## config.mk

```make
export PLATFORM = sky130hd
export DESIGN_NAME = euclid_controller
export DESIGN_NICKNAME = d
export VERILOG_FILES = /design/src/rtl/bch_euclid_pkg.sv /design/src/rtl/euclid_controller.sv
export SDC_FILE = /design/constraint.sdc
export NUM_CORES = 1
export LEC_CHECK = 0
export CAP_MARGIN = 20
export CORE_AREA = 3 3 52 54
export DETAILED_ROUTE_END_ITERATION = 12
export DIE_AREA = 0 0 55 57
export MAX_ROUTING_LAYER = met4
export PLACE_DENSITY_LB_ADDON = 0.2
export SETUP_SLACK_MARGIN = 0.02
export SYNTH_ARGS = -nofsm -noshare
export SYNTH_HDL_FRONTEND = slang
export SYNTH_SLANG_ARGS = --single-unit
export TNS_END_PERCENT = 5
```

## constraint.sdc

```tcl
create_clock -name clk -period 3.99 [get_ports clk]
set_input_delay 0.399 -clock clk [delete_from_list [all_inputs] [get_ports clk]]
set_output_delay 0.399 -clock clk [all_outputs]
set_load 0.05 [all_outputs]
```

## src/rtl/bch_euclid_pkg.sv

```systemverilog
// Shared types and default sizing for the BCH key-equation solver
// (FSM state encoding, degree width, correction capability, iteration cap).
package bch_euclid_pkg;

    localparam int DEG_W_DEF    = 5;
    localparam int T_CAP_DEF    = 8;
    localparam int MAX_ITER_DEF = 16;
    localparam int PIPE_LAT_DEF = 2;

    typedef enum logic [2:0] {
        ST_IDLE,
        ST_LOAD,
        ST_ITER,
        ST_DRAIN,
        ST_DONE
    } euclid_state_e;

    // Width of a counter that must hold values 0..n
    function automatic int cnt_width(input int n);
        return $clog2(n) + 1;
    endfunction

endpackage

```

## src/rtl/euclid_controller.sv

```systemverilog
// Sequencer for the Euclid degree/polynomial cell chain of the BCH decoder.
// Define EUCLID_TIMEOUT_EN to abort a codeword that never raises stop_i.
module euclid_controller
    import bch_euclid_pkg::*;
#(
    parameter int DEG_W    = DEG_W_DEF,
    parameter int T_CAP    = T_CAP_DEF,
    parameter int MAX_ITER = MAX_ITER_DEF,
    parameter int PIPE_LAT = PIPE_LAT_DEF
) (
    input  logic                      clk,
    input  logic                      reset,
    input  logic                      syn_valid,
    output logic                      syn_ready,
    output logic                      load_o,
    output logic                      cell_start,
    output logic                      cell_en,
    input  logic                      stop_i,
    input  logic [DEG_W-1:0]          deg_R_i,
    input  logic [DEG_W-1:0]          deg_Q_i,
    output logic [DEG_W-1:0]          deg_omega,
    output logic [DEG_W-1:0]          deg_lambda,
    output logic                      uncorr,
    output logic                      out_valid,
    input  logic                      out_ready,
    output logic                      fail_o,
    output logic [$clog2(MAX_ITER):0] iter_cnt
);

    localparam int ITER_W = cnt_width(MAX_ITER);
    localparam int DRN_W  = cnt_width(PIPE_LAT);

    localparam logic [ITER_W-1:0] ITER_LAST = ITER_W'(MAX_ITER - 1);
    localparam logic [DRN_W-1:0]  DRN_LAST  = DRN_W'(PIPE_LAT - 1);
    localparam logic [DEG_W-1:0]  T_LIM     = DEG_W'(T_CAP);

    euclid_state_e state, state_n;

    logic [ITER_W-1:0] iter_q;
    logic [DRN_W-1:0]  drn_q;
    logic              iter_last;
    logic              drn_last;

    assign iter_last = (iter_q == ITER_LAST);
    assign drn_last  = (drn_q == DRN_LAST);
    assign iter_cnt  = iter_q;

    always_ff @(posedge clk or posedge reset) begin
        if (reset) begin
            state <= ST_IDLE;
        end else begin
            state <= state_n;
        end
    end

    always_comb begin
        state_n    = state;
        syn_ready  = 1'b0;
        load_o     = 1'b0;
        cell_start = 1'b0;
        cell_en    = 1'b0;
        out_valid  = 1'b0;
        unique case (state)
            ST_IDLE: begin
                syn_ready = 1'b1;
                if (syn_valid) begin
                    state_n = ST_LOAD;
                end
            end
            ST_LOAD: begin
                load_o     = 1'b1;
                cell_start = 1'b1;
                state_n    = ST_ITER;
            end
            ST_ITER: begin
                cell_en    = 1'b1;
                cell_start = (iter_q == '0);
                // stop outranks the timeout on the final iteration
                if (stop_i) begin
                    state_n = ST_DRAIN;
                end
`ifdef EUCLID_TIMEOUT_EN
                else if (iter_last) begin
                    state_n = ST_DONE;
                end
`endif
            end
            ST_DRAIN: begin
                cell_en = 1'b1;
                if (drn_last) begin
                    state_n = ST_DONE;
                end
            end
            ST_DONE: begin
                out_valid = 1'b1;
                if (out_ready) begin
                    state_n = ST_IDLE;
                end
            end
            default: begin
                state_n = ST_IDLE;
            end
        endcase
    end

`ifdef EUCLID_TIMEOUT_EN
    logic fail_q;
    assign fail_o = fail_q;
`else
    assign fail_o = 1'b0;
`endif

    always_ff @(posedge clk or posedge reset) begin
        if (reset) begin
            iter_q     <= '0;
            drn_q      <= '0;
            deg_omega  <= '0;
            deg_lambda <= '0;
            uncorr     <= 1'b0;
`ifdef EUCLID_TIMEOUT_EN
            fail_q     <= 1'b0;
`endif
        end else begin
            unique case (state)
                ST_LOAD: begin
                    iter_q <= '0;
                    drn_q  <= '0;
`ifdef EUCLID_TIMEOUT_EN
                    fail_q <= 1'b0;
`endif
                end
                ST_ITER: begin
`ifdef EUCLID_TIMEOUT_EN
                    iter_q <= iter_q + 1'b1;
                    if (!stop_i && iter_last) begin
                        fail_q     <= 1'b1;
                        uncorr     <= 1'b1;
                        deg_omega  <= '0;
                        deg_lambda <= '0;
                    end
`else
                    if (!iter_last) begin
                        iter_q <= iter_q + 1'b1;
                    end
`endif
                end
                ST_DRAIN: begin
                    drn_q <= drn_q + 1'b1;
                    if (drn_last) begin
                        deg_omega  <= deg_R_i;
                        deg_lambda <= deg_Q_i;
                        uncorr     <= (deg_Q_i > T_LIM);
                    end
                end
                default: begin
                end
            endcase
        end
    end

endmodule

```

After elaboration in Yosys (flattened, before gate mapping)

Index checks and enable logic that the tools add are counted.
W data, S select, Z words.

Eq/ne operators: 11
Add/sub/neg operators: 2
Magnitude comparators: 1
Reductions and logical operators: 8
Mux-type cells: 13

Operators with widths:

| kind                  | count |
|---|---|
| $pmux W3 S5           | 1 |
| $mux W3               | 4 |
| $ne A2 B2 Y1 const B  | 5 |
| $pmux W5 S2           | 1 |
| $eq A3 B2 Y1 const B  | 2 |
| $add A5 B1 Y5 const B | 1 |
| $eq A5 B4 Y1 const B  | 1 |
| $gt A5 B4 Y1 const B  | 1 |
| $logic_not A5 Y1      | 1 |
| $mux W5               | 1 |
| $mux W1               | 4 |
| $pmux W2 S2           | 1 |
| $reduce_and A2 Y1     | 2 |
| $reduce_and A4 Y1     | 1 |
| $reduce_bool A2 Y1    | 2 |
| $eq A3 B1 Y1 const B  | 1 |
| $eq A3 B3 Y1 const B  | 1 |
| $logic_not A3 Y1      | 1 |
| $add A2 B1 Y2 const B | 1 |
| $eq A2 B1 Y1 const B  | 1 |
| $pmux W1 S2           | 1 |
| $reduce_or A2 Y1      | 1 |

Register bits after elaboration: 21
Output and inout bits: 22
Input bits: 15

Depth between registers and ports, before layout

Gate-level depths: netlist of run 1.

Word-level depth: 3
Gate-level depth with buffers: 6
Gate-level depth less buffers: 6

Least setup slack after synthesis of run 1

No wires, ideal clock.

Path kind: register -> output
Start: register iter_q[2] (netlist: iter_cnt[2])
End: output cell_start
Arrival time: 1.706 ns
Slack: 1.885 ns
Buffers on the path: 0
Cell stages (with the launch flop): 4
Path through: dfrtp_1 -> nor4b_1 -> a32oi_1 -> nor2_1

Longest elaborated chain between the ends: 2

Ends and longest elaborated chain:

| element                | line                     | text |
|---|---|---|
| start, declared        | euclid_controller.sv:39  | `logic [ITER_W-1:0] iter_q;` |
| start signal, assigned | euclid_controller.sv:143 | `iter_q <= iter_q + 1'b1;` |
| $logic_not A5 Y1       | euclid_controller.sv:77  | `cell_start = (iter_q == '0);` |
| $pmux W1 S2            | euclid_controller.sv:63  | `unique case (state)` |
| end, declared          | euclid_controller.sv:16  | `output logic cell_start,` |

Every way passes these cells.

Worst setup path in the final report of run 1

Start: register state[1]
End: output cell_start

Longest elaborated chain between the ends: 2
Elaborated cells on any way between the ends: 3
Classes of those cells: 2 x eq/ne; 1 x mux

Ends and longest elaborated chain:

| element                                             | line                    | text |
|---|---|---|
| start, declared                                     | euclid_controller.sv:37 | `euclid_state_e state, state_n;` |
| start signal, assigned                              | euclid_controller.sv:52 | `state <= state_n;` |
| $eq A3 B2 Y1 / $eq A3 B1 Y1 (equally long branches) | euclid_controller.sv:63 |  |
| $pmux W1 S2 (*)                                     | euclid_controller.sv:63 |  |

Mark *: on every way between the ends. The rest lies on a longest branch, timed or not.

==> results, run 1 <==
- The signal arrival time at the worst endpoint is between 2 and 2.5 ns.
- Setup repair after global routing left no endpoint under its margin.
- The detailed router placed 832 vias in this run.
- The worst relative slew slack is 0.491.
- CTS built an H-tree with a depth of 1.
- The final critical path time including I/O delays and setup is 2.68 ns.
- After synthesis the netlist holds a flip-flop and latch count of 21.
- The detailed-routing iteration count for the pre-antenna-repair pass is 4.
- For the pin with the worst max-slew slack, the measured transition is ~0.76 ns.
- The launching element type of the critical path is a flop.
- The vias per cell is about 5.2.
- The average footprint of a synthesized cell is 11.2 um2.
- The root buffer cell is clkbuf_4.
- The post-route clock period utilization is 0.671.
- The clock tree skew after final layout is approximately 0.017 ns.
- The count of different cell masters after synthesis is 35.
- In this run, placement finished with an instance count of between 150 and 200.
- The count of buffers added by post-CTS timing repair for setup is 0.
- For this run, the number of standard cells in the final layout without fillers is roughly 160.
- The die outline area is roughly 0.0031 mm2.
- Hold repair after CTS inserted 0 buffers.
- The number of remaining DRC errors is 0.
- The fraction of layout cells with a size suffix above 1 is 0.115.
- The achievable clock frequency is roughly 370 MHz.
- For this run, asynchronously set or reset flops after synthesis account for 1.00.
- The number of I/O port buffers is 35.
- The longest clock path from root to sink contains 2 buffers.
- The number of cells on the worst reg-to-reg path is 6.
- Yosys printed 0 warnings.
- At the later pin of the worst-skew pair, clock insertion delay measures 0.31 ns.
- The number of gates resized after CTS was 0.
- VDD sags by at most around 0.00055 V.
- The via count of the first global-routing pass is 759.
- The aggregate negative setup slack is 0 ns.
- Counting instances, the worst hold path has a depth of 2.
- The initial cell density of the core is 0.481.
- The share of synthesized area in the top cell type comes to 0.484.
- The horizontal die dimension is between 50 and 60 um.
- The global-route wire length before repair is 3.49 mm.
- The leakage component of the power is roughly 0.67 nW.
- The number of antenna cells inserted is 0.
- The HPWL after detailed placement is roughly 1.6 mm.
- Of all nets on the critical path, the largest fanout is 16.
- The synthesized netlist cell count is 97.
- Dividing total power by cell area gives a power density of ~940 mW/mm2.
- The floorplan step set the die height to roughly 57 um.
- The tool flagged a number of max-cap violations equal to 0.
- The final routed wirelength across all metal layers is 2.12 mm.
- The cell type with the highest aggregate area in the netlist is dfrtp_1.
- Counting flops with a built-in enable in the synthesized netlist gives 0.
- For this run, the leading register cell type out of synthesis is dfrtp_1.
- The count of final hold-check violations is 0.
- The layout net count is 151.
- The remaining antenna violation count after routing is 0.
- The library cells used most frequently in the layout, excluding fill and tap cells, are clkdlybuf4s50_1, dfrtp_1, inv_1.
- The placed standard-cell area is ~0.0014 mm2.
- Routability-driven placement finished with a final weighted congestion of 0.806.
- The area growth from synthesis to layout is 35.1%.
- In this run the worst hold path is classified as flop to flop.
- The run finished with clean final reports.
- The synthesized area is 0.00108 mm2.
- The layout has just over 200 filler cells.
- The number of primary I/O pins is 37.
- The initialized floorplan defines 17 standard-cell rows.
- Clock-pin slew was measured on the worst setup and hold paths at between 0.1 and 0.15 ns.
- The starting DRC count in detailed routing is 7.
- With fillers left out, the area of the finished cells amounts to approximately 0.0015 mm2.
- The number of pins with negative max-slew slack in the final report is 0.
- STA classifies the critical path endpoint as an output port.
- The total area inside the core boundary comes to 0.00225 mm2.
- The initial antenna violation count was 0.
- The synthesized net count is ~120.
- The required time at the worst-slack endpoint is 3.59 ns.
- The library cell used most frequently in the layout, excluding fill and tap cells, is clkdlybuf4s50_1.
- The total CTS buffers is 3.
- Setup violations remaining at the end of the flow were counted as 0.
- The worst setup path is of the flop to output port kind.
- The sum of overflow across all layers after global routing is 0.
- Entering global routing, the biggest net connects 22 pins.
- The number of sinks on the clock net is 21.
- After synthesis, the cell types taking the most area are dfrtp_1, mux2_4, ha_1, inv_1, mux2_2.
- Of the synthesized area, sequential elements account for 0.484.
- The CTS tree is done.
- In the final routed layout, each cell accounts on average for roughly 13 um.
- The global routing usage summed across all routing layers is 0.155.
[critical path: stages (launching register included)]
cell and delay, ns:
dfrtp_1 0.62, nor4b_1 0.29, a32oi_1 0.14, nor2_1 0.11, clkdlybuf4s50_1 0.81
[flip-flops by register name (all words and copies together), names as in the netlist]
name        flops
drn_q           2
iter_cnt        5
state           3
deg_omega       5
uncorr          1
deg_lambda      5
[final timing paths]
check	startpoint	endpoint	slack, ns
worst max-delay path	state[1]	cell_start	1.31
worst min-delay path	drn_q[1]	drn_q[1]	0.50
worst max register to register	iter_cnt[1]	iter_cnt[1]	2.15
worst min register to register	drn_q[1]	drn_q[1]	0.50
max in group asynchronous	reset	deg_lambda[1]	2.98
min in group asynchronous	reset	iter_cnt[4]	0.51
[through the flow]
stage	hold slack [ns]	power (mW)	setup slack, ns	utilization
after floorplan	0.376	1.03	1.89	-
after global placement	0.467	1.27	1.70	0.638
after detailed placement	0.482	1.29	1.66	0.638
after CTS	0.512	1.40	1.30	0.650
after global routing	0.533	1.47	1.15	0.650
final	0.498	1.38	1.31	0.650
[cell usage after synthesis, types with 2 or more instances]
library cell / number
dfrtp_1: 21
inv_1: 9
mux2_4: 7
nand2_1: 5
ha_1: 4
nand2b_1: 4
nor2_1: 4
o21ai_0: 4
mux2_2: 3
nor2b_1: 3
o2bb2ai_1: 3
a21oi_1: 2
and3_1: 2
buf_2: 2
nor3_1: 2
nor4b_1: 2
o21ai_1: 2
[logic make-up after synthesis]
kind of cell             count (synthesis)  share of synthesized area
AO/OA/AOI/OAI                           18                      0.113
adder cells (fa/ha/maj)                  4                     0.0461
buffers and inverters                   14                     0.0611
flip-flops                              21                      0.484
multiplexers                            11                      0.137
other                                    1                    0.00346
AND/OR/NAND/NOR                         28                      0.155
[cell type report]
class	count	area [um2]	share of cell area
flip-flops and latches	21	526	0.359
inverters	9	33.8	0.0231
repair buffers	35	350	0.239
clock buffers	3	22.5	0.0154
well taps	28	35.0	0.0239
multi-input cells	62	493	0.336
clock inverters	1	5.00	0.00342
[metal layers]
metal  GRT usage  vias to the layer above  part of all wire
li1            -                      408                 -
met3      0.0470                        2             0.064
met4      0.0521                        0            0.0099
met2       0.215                       25              0.46
met1       0.214                      397              0.47
met5           -                        -                 0
[report_power, final]
part / internal, mW / total (mW) / switching (mW)
registers: 0.309 / 0.415 / 0.106
clock network: 0.0374 / 0.100 / 0.0627
logic: 0.341 / 0.863 / 0.523
(Power assumes the default switching activity.)
==> run 2, diff against run 1 <==
CORE_AREA = 3 3 57 59   (was 3 3 52 54)
DIE_AREA = 0 0 60 62   (was 0 0 55 57)
clock period = 2.3 ns   (was 3.99 ns; I/O delays follow)
==> results, run 2 (synthesis results as in run 1) <==
- The run finished with clean final reports.
- The required time at the worst-slack endpoint came to 2.07 ns (-1.52 ns).
- The initial antenna violation count came to 0 (unchanged).
- The total via count in the routed design is 853 (+2.5%).
- The transition time at the pin with the least slew margin is 0.788 ns (+0.0254 ns).
- The initial cell density of the core was 0.393 (-0.0878).
- The number of sinks on the clock net is 21 (unchanged).
- The global routing usage summed across all routing layers is 0.134 (-0.0205).
- The maximum number of pins on one net before global-route repair was 22 (unchanged).
- The starting DRC count in detailed routing is 20 (+13).
- The capture point of the worst path is cell_en.
- The area taken by multi-input logic gates is 493 um2 (unchanged).
- The number of remaining DRC errors is 0 (unchanged).
- The number of I/O port buffers was 35 (unchanged).
- The aggregate negative setup slack is 0 ns (unchanged).
- The remaining antenna violation count after routing is 0 (unchanged).
- The leakage component of the power is 0.697 nW (+3.8%).
- The wire length per cell after detailed routing is 13.6 um (+2.2%).
- The area growth from synthesis to layout is 35.9%.
- The clock tree skew after final layout came to 0.00918 ns (-0.00799 ns).
- The HPWL after detailed placement is 1.67 mm (+5.7%).
- The sequential cell area is 526 um2 (unchanged).
- The worst setup path is of the flop to output port kind.
- Dividing the final minimum period by the clock period gives 0.954.
- The weighted congestion at the end of routability-driven global placement is 0.911 (+13%).
- Derived from the worst setup path, the maximum achievable clock frequency is roughly 460 MHz.
- The cell with the largest stage delay on the worst path is clkdlybuf4s50_1.
- The via count of the first global-routing pass came to 837 (+10%).
- The number of fillers in the final layout is 261 (+28%).
- The fraction of the core area covered by cells at the end of the flow is 0.534 (-0.115).
- The worst register-to-register path ends at iter_cnt[1].
- In the layout the commonest cells are clkdlybuf4s50_1, dfrtp_1, inv_1.
- The clock input transition at the sequential cells of the worst setup and hold paths was 0.13 ns (about the same).
- The clock latency on the worst-skew pair is 0.30 ns (about the same).
- The largest stage delay on the critical path is 0.79 ns (-0.02 ns).
- The CTS H-tree depth is 1 (unchanged).
- The sum of overflow across all layers after global routing is 0 (unchanged).
- The launching instance or port of the critical path is state[1].
- The global-route wire length before repair is 3.64 mm (+4.2%).
- The max capacitance violation total is 0 (unchanged).
- STA classifies the critical path endpoint as an output port.
- The CTS tree is done.
- The class of the tightest hold or removal check is primary input to asynchronous set/reset pin.
- The peak ir drop on the vdd network is 0.000949 V (+72%).
- The placed standard-cell area is 0.00144 mm2 (+0.43%).
- Leaving out fill and tap cells, the most frequent cell in the layout is clkdlybuf4s50_1.
- The reg2reg setup slack came to 0.44 ns (-1.71 ns).
- The signal arrival time at the worst endpoint is 1.96 ns (-0.32 ns).
- The count of final hold-check violations is 0 (unchanged).
- The ratio of total power to cell area is 1630 mW/mm2 (+73%).
- The vias per cell is 5.23 (about the same).
- The worst-case reg-to-reg path depth is 6 (unchanged).
- The number of placed cells counting well taps is 159 (+2.6%).
- The number of failing setup endpoints in the final timing report was 0 (unchanged).
- The detailed-routing iteration count for the pre-antenna-repair pass is 4 (unchanged).
- The number of primary I/O pins is 37 (unchanged).
- The worst setup path is launched from a flop.
- The root buffer cell chosen for the clock tree is clkbuf_4.
- The height of the chip is 62 um (+8.8%).
- Setup repair after global routing could not meet its margin everywhere.
- The die outline area is 0.00372 mm2 (+19%).
- The signal on the critical path passes through nand2b_1 > inv_1 > clkdlybuf4s50_1.
- The number of antenna cells inserted is 0 (unchanged).
- The final routed wirelength across all metal layers was 2.22 mm (+4.8%).
- The worst relative slew slack was 0.474 (-0.0170).
- The layout net count is 152 (+0.66%).
- The placeable core region is 0.00276 mm2 (+22%).
- The clock period could shrink to ~2.2 ns.
- The final standard cell area without fillers is 0.00147 mm2 (+0.60%).
- The number of pins with negative max-slew slack in the final report is 0 (unchanged).
- The maximum fanout count along the critical path is 16 (unchanged).
- The standard-cell row count is 19 (+2).
- The fraction of layout cells with a size suffix above 1 is 0.136 (+0.0219).
- The total CTS buffers is 3 (unchanged).
- The horizontal die dimension is 60 um (+9.1%).
- The worst hold-check slack is 0.357 ns (-0.141 ns).
- The count of placed standard cells in the final layout, fillers left out is 163 (+2.5%).
- The reg-to-reg startpoint is iter_cnt[1].
- The maximum clock insertion buffer count is 2 (unchanged).
==> run 2: changes by cell type in the layout (fill, tap and decap cells not counted), sizes merged <==
| cell | previous run | this run |
|---|---|---|
| buf | 0 | 3 |
| clkdlybuf4s50 | 35 | 32 |
| dlymetal6s2s | 0 | 1 |
==> run 2: per-layer routing <==
metal	global-route usage	wire length, um
met1	0.181	1040
met4	0.0570	22
met5	-	0
met2	0.202	1050
met3	0.0186	109
==> run 2: timing repair <==
item,in CTS,in global routing
buffers inserted,0,0
resized for setup,0,1
endpoints found under the setup margin,0,2
hold buffers,0,0
==> run 2: final cells by class <==
cell class	instances	area share
flip-flops and latches	21	0.357
inverters	9	0.0229
repair buffers	36	0.241
clock inverters	1	0.00340
clock buffers	3	0.0153
well taps	31	0.0263
multi-input cells	62	0.334
==> run 2: where the power goes <==
group          internal (mW)  switching (mW)  total, mW
combinational          0.597           0.937       1.53
sequential             0.537           0.153      0.690
clock                 0.0647           0.113      0.178
total                   1.20            1.20       2.40
==> run 2: worst min-delay path by stage <==
stage | startpoint | endpoint | slack (ns) | cells past startpoint
5_1_grt | reset | deg_omega[3] | 0.43 | 2
2_1_floorplan | reset | deg_lambda[0] | 0.21 | 1
3_5_place_dp | deg_omega[4] | deg_omega[4] | 0.49 | 1
6_report | reset | iter_cnt[4] | 0.36 | 2
4_1_cts | reset | iter_cnt[1] | 0.40 | 2
3_3_place_gp | drn_q[1] | drn_q[1] | 0.47 | 2
==> run 2: stage by stage <==
stage / total power, mW / setup WS (ns)
final: 2.40 / 0.105
after global routing: 2.56 / 0.0174
after CTS: 2.43 / 0.0438
after detailed placement: 2.25 / 0.392
after global placement: 2.22 / 0.443
after floorplan: 1.78 / 0.310
==> run 2: critical path, delay by kind of cell, from the launching register on <==
family        cells  cell delay (ns)
buf+inv           2             0.87
flops             1             0.64
simple gates      1             0.16
